**src/rtl/mc_control.sv**
```systemverilog
// mc_control: multicycle processor control FSM.
// Sequences fetch, decode, operand load, execute and memory phases, and
// handles interrupt entry, illegal opcodes and memory bus timeouts.
// All control outputs are Moore outputs of the state. They are held in a
// register that is loaded from the decode of the next state, so they always
// equal the decode of the current state.
module mc_control #(
   parameter int unsigned TIMEOUT = 15,
   parameter bit          IRQ_EN  = 1'b1
) (
   input  logic       clk,
   input  logic       rst_n,
   input  logic       en,
   input  logic [3:0] op,
   input  logic [3:0] ext,
   input  logic       cond_p,
   input  logic       mem_ready,
   input  logic       irq,
   output logic       mem_rd_en,
   output logic       mem_wr_en,
   output logic       reg_file_wr_en,
   output logic       reg_file_a_rd_en,
   output logic       reg_file_b_rd_en,
   output logic       set_flags,
   output logic       imm_to_b,
   output logic [1:0] pc_op,
   output logic       pc_to_reg_file,
   output logic       mem_to_reg_file,
   output logic       mem_to_inst_reg,
   output logic       mem_to_decode,
   output logic       b_to_mem_addr,
   output logic       vector_to_pc,
   output logic       irq_ack,
   output logic       illegal_op,
   output logic       bus_fault
);

   localparam logic [3:0] OP_BCOND    = 4'b1100;
   localparam logic [3:0] OP_CMPI     = 4'b1011;
   localparam logic [3:0] OP_MOVI     = 4'b1101;
   localparam logic [3:0] OP_REGISTER = 4'b0000;
   localparam logic [3:0] OP_SHIFT    = 4'b1000;
   localparam logic [3:0] OP_SPECIAL  = 4'b0100;

   localparam logic [3:0] EXT_CMP     = 4'b1011;
   localparam logic [3:0] EXT_JCOND   = 4'b1100;
   localparam logic [3:0] EXT_JAL     = 4'b1000;
   localparam logic [3:0] EXT_LSH     = 4'b0100;
   localparam logic [3:0] EXT_LOAD    = 4'b0000;
   localparam logic [3:0] EXT_MOV     = 4'b1101;
   localparam logic [3:0] EXT_STORE   = 4'b0100;

   localparam logic [7:0] TIMEOUT_C   = 8'(TIMEOUT);

   typedef enum logic [4:0] {
      FETCH           = 5'd0,
      DECODE          = 5'd1,
      LOAD_A_B        = 5'd2,
      LOAD_A          = 5'd3,
      LOAD_B          = 5'd4,
      IMM_ALU_OP      = 5'd5,
      ALU_OP          = 5'd6,
      ALU_FLAG_OP     = 5'd7,
      IMM_ALU_FLAG_OP = 5'd8,
      BRANCH          = 5'd9,
      LOAD_FROM_MEM   = 5'd10,
      MEM_TO_REG_FILE = 5'd11,
      STORE_TO_MEM    = 5'd12,
      JUMP            = 5'd13,
      JUMP_AND_LINK   = 5'd14,
      ILLEGAL         = 5'd15,
      IRQ_SAVE        = 5'd16,
      IRQ_VECTOR      = 5'd17,
      FAULT           = 5'd18
   } state_t;

   typedef struct packed {
      logic       mem_rd_en;
      logic       mem_wr_en;
      logic       reg_file_wr_en;
      logic       reg_file_a_rd_en;
      logic       reg_file_b_rd_en;
      logic       set_flags;
      logic       imm_to_b;
      logic [1:0] pc_op;
      logic       pc_to_reg_file;
      logic       mem_to_reg_file;
      logic       mem_to_inst_reg;
      logic       mem_to_decode;
      logic       b_to_mem_addr;
      logic       vector_to_pc;
      logic       irq_ack;
      logic       illegal_op;
      logic       bus_fault;
   } ctrl_t;

   // Moore output decode; unlisted outputs and unencoded states give all zeros.
   function automatic ctrl_t decode_ctrl(input state_t s);
      ctrl_t c;
      c = '0;
      case (s)
         FETCH:           c.mem_rd_en = 1'b1;
         DECODE: begin
            c.mem_to_inst_reg = 1'b1;
            c.mem_to_decode   = 1'b1;
            c.pc_op           = 2'd1;
         end
         LOAD_A_B: begin
            c.reg_file_a_rd_en = 1'b1;
            c.reg_file_b_rd_en = 1'b1;
         end
         LOAD_A:          c.reg_file_a_rd_en = 1'b1;
         LOAD_B:          c.reg_file_b_rd_en = 1'b1;
         IMM_ALU_OP: begin
            c.imm_to_b       = 1'b1;
            c.set_flags      = 1'b1;
            c.reg_file_wr_en = 1'b1;
         end
         ALU_OP: begin
            c.set_flags      = 1'b1;
            c.reg_file_wr_en = 1'b1;
         end
         ALU_FLAG_OP:     c.set_flags = 1'b1;
         IMM_ALU_FLAG_OP: begin
            c.imm_to_b  = 1'b1;
            c.set_flags = 1'b1;
         end
         BRANCH: begin
            c.imm_to_b = 1'b1;
            c.pc_op    = 2'd2;
         end
         LOAD_FROM_MEM: begin
            c.b_to_mem_addr = 1'b1;
            c.mem_rd_en     = 1'b1;
         end
         MEM_TO_REG_FILE: begin
            c.mem_to_reg_file = 1'b1;
            c.reg_file_wr_en  = 1'b1;
         end
         STORE_TO_MEM: begin
            c.b_to_mem_addr = 1'b1;
            c.mem_wr_en     = 1'b1;
         end
         JUMP:            c.pc_op = 2'd3;
         JUMP_AND_LINK: begin
            c.pc_op          = 2'd3;
            c.pc_to_reg_file = 1'b1;
            c.reg_file_wr_en = 1'b1;
         end
         ILLEGAL:         c.illegal_op = 1'b1;
         IRQ_SAVE: begin
            c.pc_to_reg_file = 1'b1;
            c.reg_file_wr_en = 1'b1;
         end
         IRQ_VECTOR: begin
            c.vector_to_pc = 1'b1;
            c.pc_op        = 2'd3;
            c.irq_ack      = 1'b1;
         end
         FAULT:           c.bus_fault = 1'b1;
         default:         c = '0;
      endcase
      return c;
   endfunction

   state_t     state_r;
   state_t     state_s;
   state_t     end_s;
   logic [7:0] wait_cnt_r;
   logic [7:0] wait_cnt_s;
   logic       in_irq_r;
   logic       in_irq_s;
   logic       timeout_s;
   logic       mem_state_s;
   ctrl_t      ctrl_r;

   // Instruction end: take a pending interrupt unless one is already being serviced.
   always_comb begin
      end_s = FETCH;
      if ((IRQ_EN == 1'b1) && irq && !in_irq_r) begin
         end_s = IRQ_SAVE;
      end else begin
         end_s = FETCH;
      end
   end

   // Memory wait bookkeeping: this waiting cycle would bring the count to TIMEOUT.
   always_comb begin
      mem_state_s = (state_r == FETCH) || (state_r == LOAD_FROM_MEM) ||
                    (state_r == STORE_TO_MEM);
      timeout_s   = ((wait_cnt_r + 8'd1) >= TIMEOUT_C);
   end

   // Next-state logic.
   always_comb begin
      state_s = state_r;
      case (state_r)
         FETCH: begin
            if (mem_ready)      state_s = DECODE;
            else if (timeout_s) state_s = FAULT;
            else                state_s = FETCH;
         end
         DECODE: begin
            case (op)
               OP_BCOND:    state_s = cond_p ? BRANCH : end_s;
               OP_MOVI:     state_s = IMM_ALU_OP;
               OP_REGISTER: state_s = (ext == EXT_MOV) ? LOAD_B : LOAD_A_B;
               OP_SHIFT:    state_s = (ext == EXT_LSH) ? LOAD_A_B : LOAD_A;
               OP_SPECIAL: begin
                  case (ext)
                     EXT_JAL:   state_s = LOAD_B;
                     EXT_JCOND: state_s = cond_p ? LOAD_B : end_s;
                     EXT_LOAD:  state_s = LOAD_B;
                     EXT_STORE: state_s = LOAD_A_B;
                     default:   state_s = ILLEGAL;
                  endcase
               end
               default:     state_s = LOAD_A;
            endcase
         end
         LOAD_A_B: begin
            if (op == OP_SPECIAL)   state_s = STORE_TO_MEM;
            else if (ext == EXT_CMP) state_s = ALU_FLAG_OP;
            else                     state_s = ALU_OP;
         end
         LOAD_A: begin
            if (op == OP_CMPI) state_s = IMM_ALU_FLAG_OP;
            else               state_s = IMM_ALU_OP;
         end
         LOAD_B: begin
            if (op == OP_REGISTER) begin
               state_s = ALU_OP;
            end else begin
               case (ext)
                  EXT_JAL:   state_s = JUMP_AND_LINK;
                  EXT_JCOND: state_s = JUMP;
                  EXT_LOAD:  state_s = LOAD_FROM_MEM;
                  default:   state_s = end_s;
               endcase
            end
         end
         IMM_ALU_OP, ALU_OP, ALU_FLAG_OP, IMM_ALU_FLAG_OP, BRANCH,
         JUMP, JUMP_AND_LINK, MEM_TO_REG_FILE, ILLEGAL: begin
            state_s = end_s;
         end
         LOAD_FROM_MEM: begin
            if (mem_ready)      state_s = MEM_TO_REG_FILE;
            else if (timeout_s) state_s = FAULT;
            else                state_s = LOAD_FROM_MEM;
         end
         STORE_TO_MEM: begin
            if (mem_ready)      state_s = end_s;
            else if (timeout_s) state_s = FAULT;
            else                state_s = STORE_TO_MEM;
         end
         IRQ_SAVE:   state_s = IRQ_VECTOR;
         IRQ_VECTOR: state_s = FETCH;
         FAULT:      state_s = FAULT;
         default:    state_s = FETCH;
      endcase
   end

   // Wait counter restarts on any state change and counts unanswered memory cycles.
   always_comb begin
      wait_cnt_s = wait_cnt_r;
      if (state_s != state_r) begin
         wait_cnt_s = 8'd0;
      end else if (mem_state_s && !mem_ready) begin
         wait_cnt_s = wait_cnt_r + 8'd1;
      end else begin
         wait_cnt_s = wait_cnt_r;
      end
   end

   // Interrupt-in-service flag: set after vectoring, cleared around the return jump.
   always_comb begin
      in_irq_s = in_irq_r;
      if ((state_r == JUMP) || (state_s == JUMP)) begin
         in_irq_s = 1'b0;
      end else if (state_r == IRQ_VECTOR) begin
         in_irq_s = 1'b1;
      end else begin
         in_irq_s = in_irq_r;
      end
   end

   // State, counter, flag and output registers; everything holds while en is low.
   always_ff @(posedge clk or negedge rst_n) begin
      if (!rst_n) begin
         state_r    <= FETCH;
         wait_cnt_r <= 8'd0;
         in_irq_r   <= 1'b0;
         ctrl_r     <= decode_ctrl(FETCH);
      end else if (en) begin
         state_r    <= state_s;
         wait_cnt_r <= wait_cnt_s;
         in_irq_r   <= in_irq_s;
         ctrl_r     <= decode_ctrl(state_s);
      end else begin
         state_r    <= state_r;
         wait_cnt_r <= wait_cnt_r;
         in_irq_r   <= in_irq_r;
         ctrl_r     <= ctrl_r;
      end
   end

   assign mem_rd_en        = ctrl_r.mem_rd_en;
   assign mem_wr_en        = ctrl_r.mem_wr_en;
   assign reg_file_wr_en   = ctrl_r.reg_file_wr_en;
   assign reg_file_a_rd_en = ctrl_r.reg_file_a_rd_en;
   assign reg_file_b_rd_en = ctrl_r.reg_file_b_rd_en;
   assign set_flags        = ctrl_r.set_flags;
   assign imm_to_b         = ctrl_r.imm_to_b;
   assign pc_op            = ctrl_r.pc_op;
   assign pc_to_reg_file   = ctrl_r.pc_to_reg_file;
   assign mem_to_reg_file  = ctrl_r.mem_to_reg_file;
   assign mem_to_inst_reg  = ctrl_r.mem_to_inst_reg;
   assign mem_to_decode    = ctrl_r.mem_to_decode;
   assign b_to_mem_addr    = ctrl_r.b_to_mem_addr;
   assign vector_to_pc     = ctrl_r.vector_to_pc;
   assign irq_ack          = ctrl_r.irq_ack;
   assign illegal_op       = ctrl_r.illegal_op;
   assign bus_fault        = ctrl_r.bus_fault;

endmodule

```
**config.mk**
```make
export PLATFORM = sky130hd
export DESIGN_NAME = mc_control
export DESIGN_NICKNAME = d
export VERILOG_FILES = /design/src/rtl/mc_control.sv
export SDC_FILE = /design/constraint.sdc
export NUM_CORES = 1
export LEC_CHECK = 0
export ABC_AREA = 1
export BUFFER_PORTS_ARGS = -buffer_cell sky130_fd_sc_hd__buf_4
export CORE_MARGIN = 1.5
export CORE_UTILIZATION = 50
export DETAILED_ROUTE_END_ITERATION = 10
export GPL_TIMING_DRIVEN = 0
export PLACE_DENSITY = 0.71
export SYNTH_ARGS = -nofsm -noshare
export SYNTH_HDL_FRONTEND = slang
export SYNTH_SLANG_ARGS = --single-unit
```
**constraint.sdc**
```tcl
create_clock -name clk -period 4.34 [get_ports clk]
set_clock_uncertainty 0.15 [all_clocks]
set_input_delay 0.434 -clock clk [delete_from_list [all_inputs] [get_ports clk]]
set_output_delay 0.434 -clock clk [all_outputs]
set_load 0.02 [all_outputs]
```
==> metrics.txt <==
Worst-Margin Slew 495 ps; # rows 25; ys async rst share 100%; largest net degree at the start of global routing 31; post-detail-place hpwl 4.47 mm; core area 0.00469 mm²; Post-Syn Nets 383; CTS Buf Count 5; WHS 343 ps; final setup violation count 0; Peak VDD IR 345 µV; vias per cell 5.19; max_cap viols 0; routed length per placed instance 12.5 µm; CTS tree built; highest attainable clock frequency 0.440 GHz; RePlAce Congestion 0.892; htree depth 2; global route overflow 0; pre-CTS setup slack 2010 ps; Reg-to-Reg Start state_r[2]$_DFFE_PN0P_; Root Driver clkbuf_8; hold crit path type flip-flop to flip-flop; IO Count 32; min-delay src illegal_op$_DFFE_PN0P_; post-synthesis cell type count 32; Die X 72.5 µm; Setup TNS 0 ps; Slew Viols, Final 0; Register-to-Register Path Depth 12; synthesis-stage register bit count 30; CP startpoint kind flip-flop; drt pass-1 iters 4; post-synthesis sequential area ratio 31.1%; gr usage total 23.7%; Slew headroom 66.8%; vias 2382; R2R setup slack 2070 ps; status finished clean; most flop-heavy register wait_cnt_r; initial antenna violation count 0; Synth Warn # 0; Cell Pwr Density 530 mW/mm²; Syn-to-layout area delta 16.0%; Nets 420; clk sinks 30; Synth Cell Area 0.00242 mm²; Hold Path Depth 2; unrepaired setup endpoints after global routing no; Die Footprint 0.00526 mm²; Inst Count DP 450; CP endpoint kind flip-flop; vias in the first global route 2180; clock-pin slew on the worst setup and hold paths 60 ps; Synth Area in Adders 1.04%; mux contribution to synthesized area 0%; drt drc 0; largest family of logic cells by synthesized area simple AND/OR/NAND/NOR gates; final std cells w/o fill 459; period utilization 52.4%; Final Hold Viols 0; reg-to-reg critical path endpoint mem_rd_en$_DFFE_PN1P_; Max Root-Sink Buffers 2; detailed-route wire length 5.73 mm; Gate Count Post-Synth 367; total power 1.48 mW; critical path class flip-flop to flip-flop; post-synthesis xor/xnor area fraction 0%; Die Span Y 72.5 µm; post-CTS setup buffer count 0; Simple-Gate Fraction of Synth Area 48.2%; Largest register FFs 8; commonest non-fill, non-tap cell in the layout nand2_1; antenna viol nets, final 0; setup slack after layout 2070 ps; Synth Area in Compound Gates 10.2%; layout cell share with drive strength beyond 1 25.7%; IO Port Bufs 29; Leak Pwr 1.51 nW; syn_area_per_cell 6.58 µm²; Final Critical Period 2270 ps; Antenna diodes 0; WP data required 4390 ps; crit-path max FO 9; initial drt markers 119; Starting Density 51.5%; Post-synth EDFFs 0; Skew-Pair Late Insertion Delay 280 ps; first-pass GRT wire length 9.75 mm; CP arrival 2320 ps; main flop type after synthesis dfrtp_1; most frequent cells in the layout nand2_1, nand3_1, nor2_1, inv_1, buf_4; hold endpoint illegal_op$_DFFE_PN0P_
[cell type report]
type,count,area (µm²)
flip-flops and latches,30,752
inverters,50,188
plain buffers,8,42.5
multi-input cells,279,1430
well taps,54,67.6
fillers,456,1890
clock buffers,7,86.3
clock inverters,1,5.00
repair buffers,30,228
[critical path, cell delays in order, from the launching register on]
cell	delay (ps)
dfrtp_1	360
buf_4	160
nor3_1	440
nand2_1	170
nand2_1	110
nor2_1	50
nand2_1	100
inv_2	70
nand2_4	90
nor2_8	60
nor2_2	160
nand2_1	100
o211ai_1	190
[cell families after synthesis]
family,count (synthesis)
AOI/OAI and AO/OA,38
adders and majority gates,2
buffers and inverters,58
DFF,30
and+or+nand+nor,239
[metrics by stage]
step / utilization (%) / instance area, µm²
CTS: 59.7 / 2800
global placement: 57.6 / 2700
floorplan: - / 2420
detailed placement: 57.6 / 2700
global route: 59.7 / 2800
finish: 59.7 / 2800
[worst max path at each step]
stage,end,slack (ps),from
after floorplan,reg_file_wr_en$_DFFE_PN0P_,2310,wait_cnt_r[1]$_DFFE_PN0P_
after global placement,reg_file_wr_en$_DFFE_PN0P_,2010,op[1]
after detailed placement,reg_file_wr_en$_DFFE_PN0P_,2010,op[1]
after CTS,reg_file_wr_en$_DFFE_PN0P_,2070,wait_cnt_r[1]$_DFFE_PN0P_
after global routing,reg_file_wr_en$_DFFE_PN0P_,1890,wait_cnt_r[1]$_DFFE_PN0P_
final,mem_rd_en$_DFFE_PN1P_,2070,state_r[2]$_DFFE_PN0P_
[where the power goes]
| part | total [mW] | switching [mW] | internal (mW) |
|---|---|---|---|
| registers | 0.412 | 0.0617 | 0.350 |
| clock network | 0.230 | 0.102 | 0.128 |
| logic | 0.842 | 0.544 | 0.299 |
| total | 1.48 | 0.708 | 0.777 |
[what timing repair did]
item / CTS / global route
gates resized for setup: 0 / 0
hold buffers: 1 / 0
endpoints found under the hold margin: 29 / 0
[synthesized netlist by cell type (4+ instances only)]
library cell	number	share of area [%]
nor2_1	36	5.6
o21ai_0	6	1.2
nor2_2	14	3.6
nand2_2	13	3.4
nand2_1	112	17
inv_2	16	2.5
nand3_1	36	7.5
nor2_4	4	1.9
a31oi_1	4	1.0
dfrtp_1	29	30
nand3_2	7	2.9
o21ai_1	6	1.2
nand4_1	8	2.1
a21oi_1	11	2.3
inv_1	34	5.3
[metal layers]
metal	global-route usage, %	vias to the layer above	part of all wire, %
met2	38.3	46	46
met5	0	-	0
met3	3.75	9	3.7
li1	-	1244	-
met4	5.24	0	1.2
met1	33.6	1083	50
No activity file was read; power rests on OpenSTA's default activity.
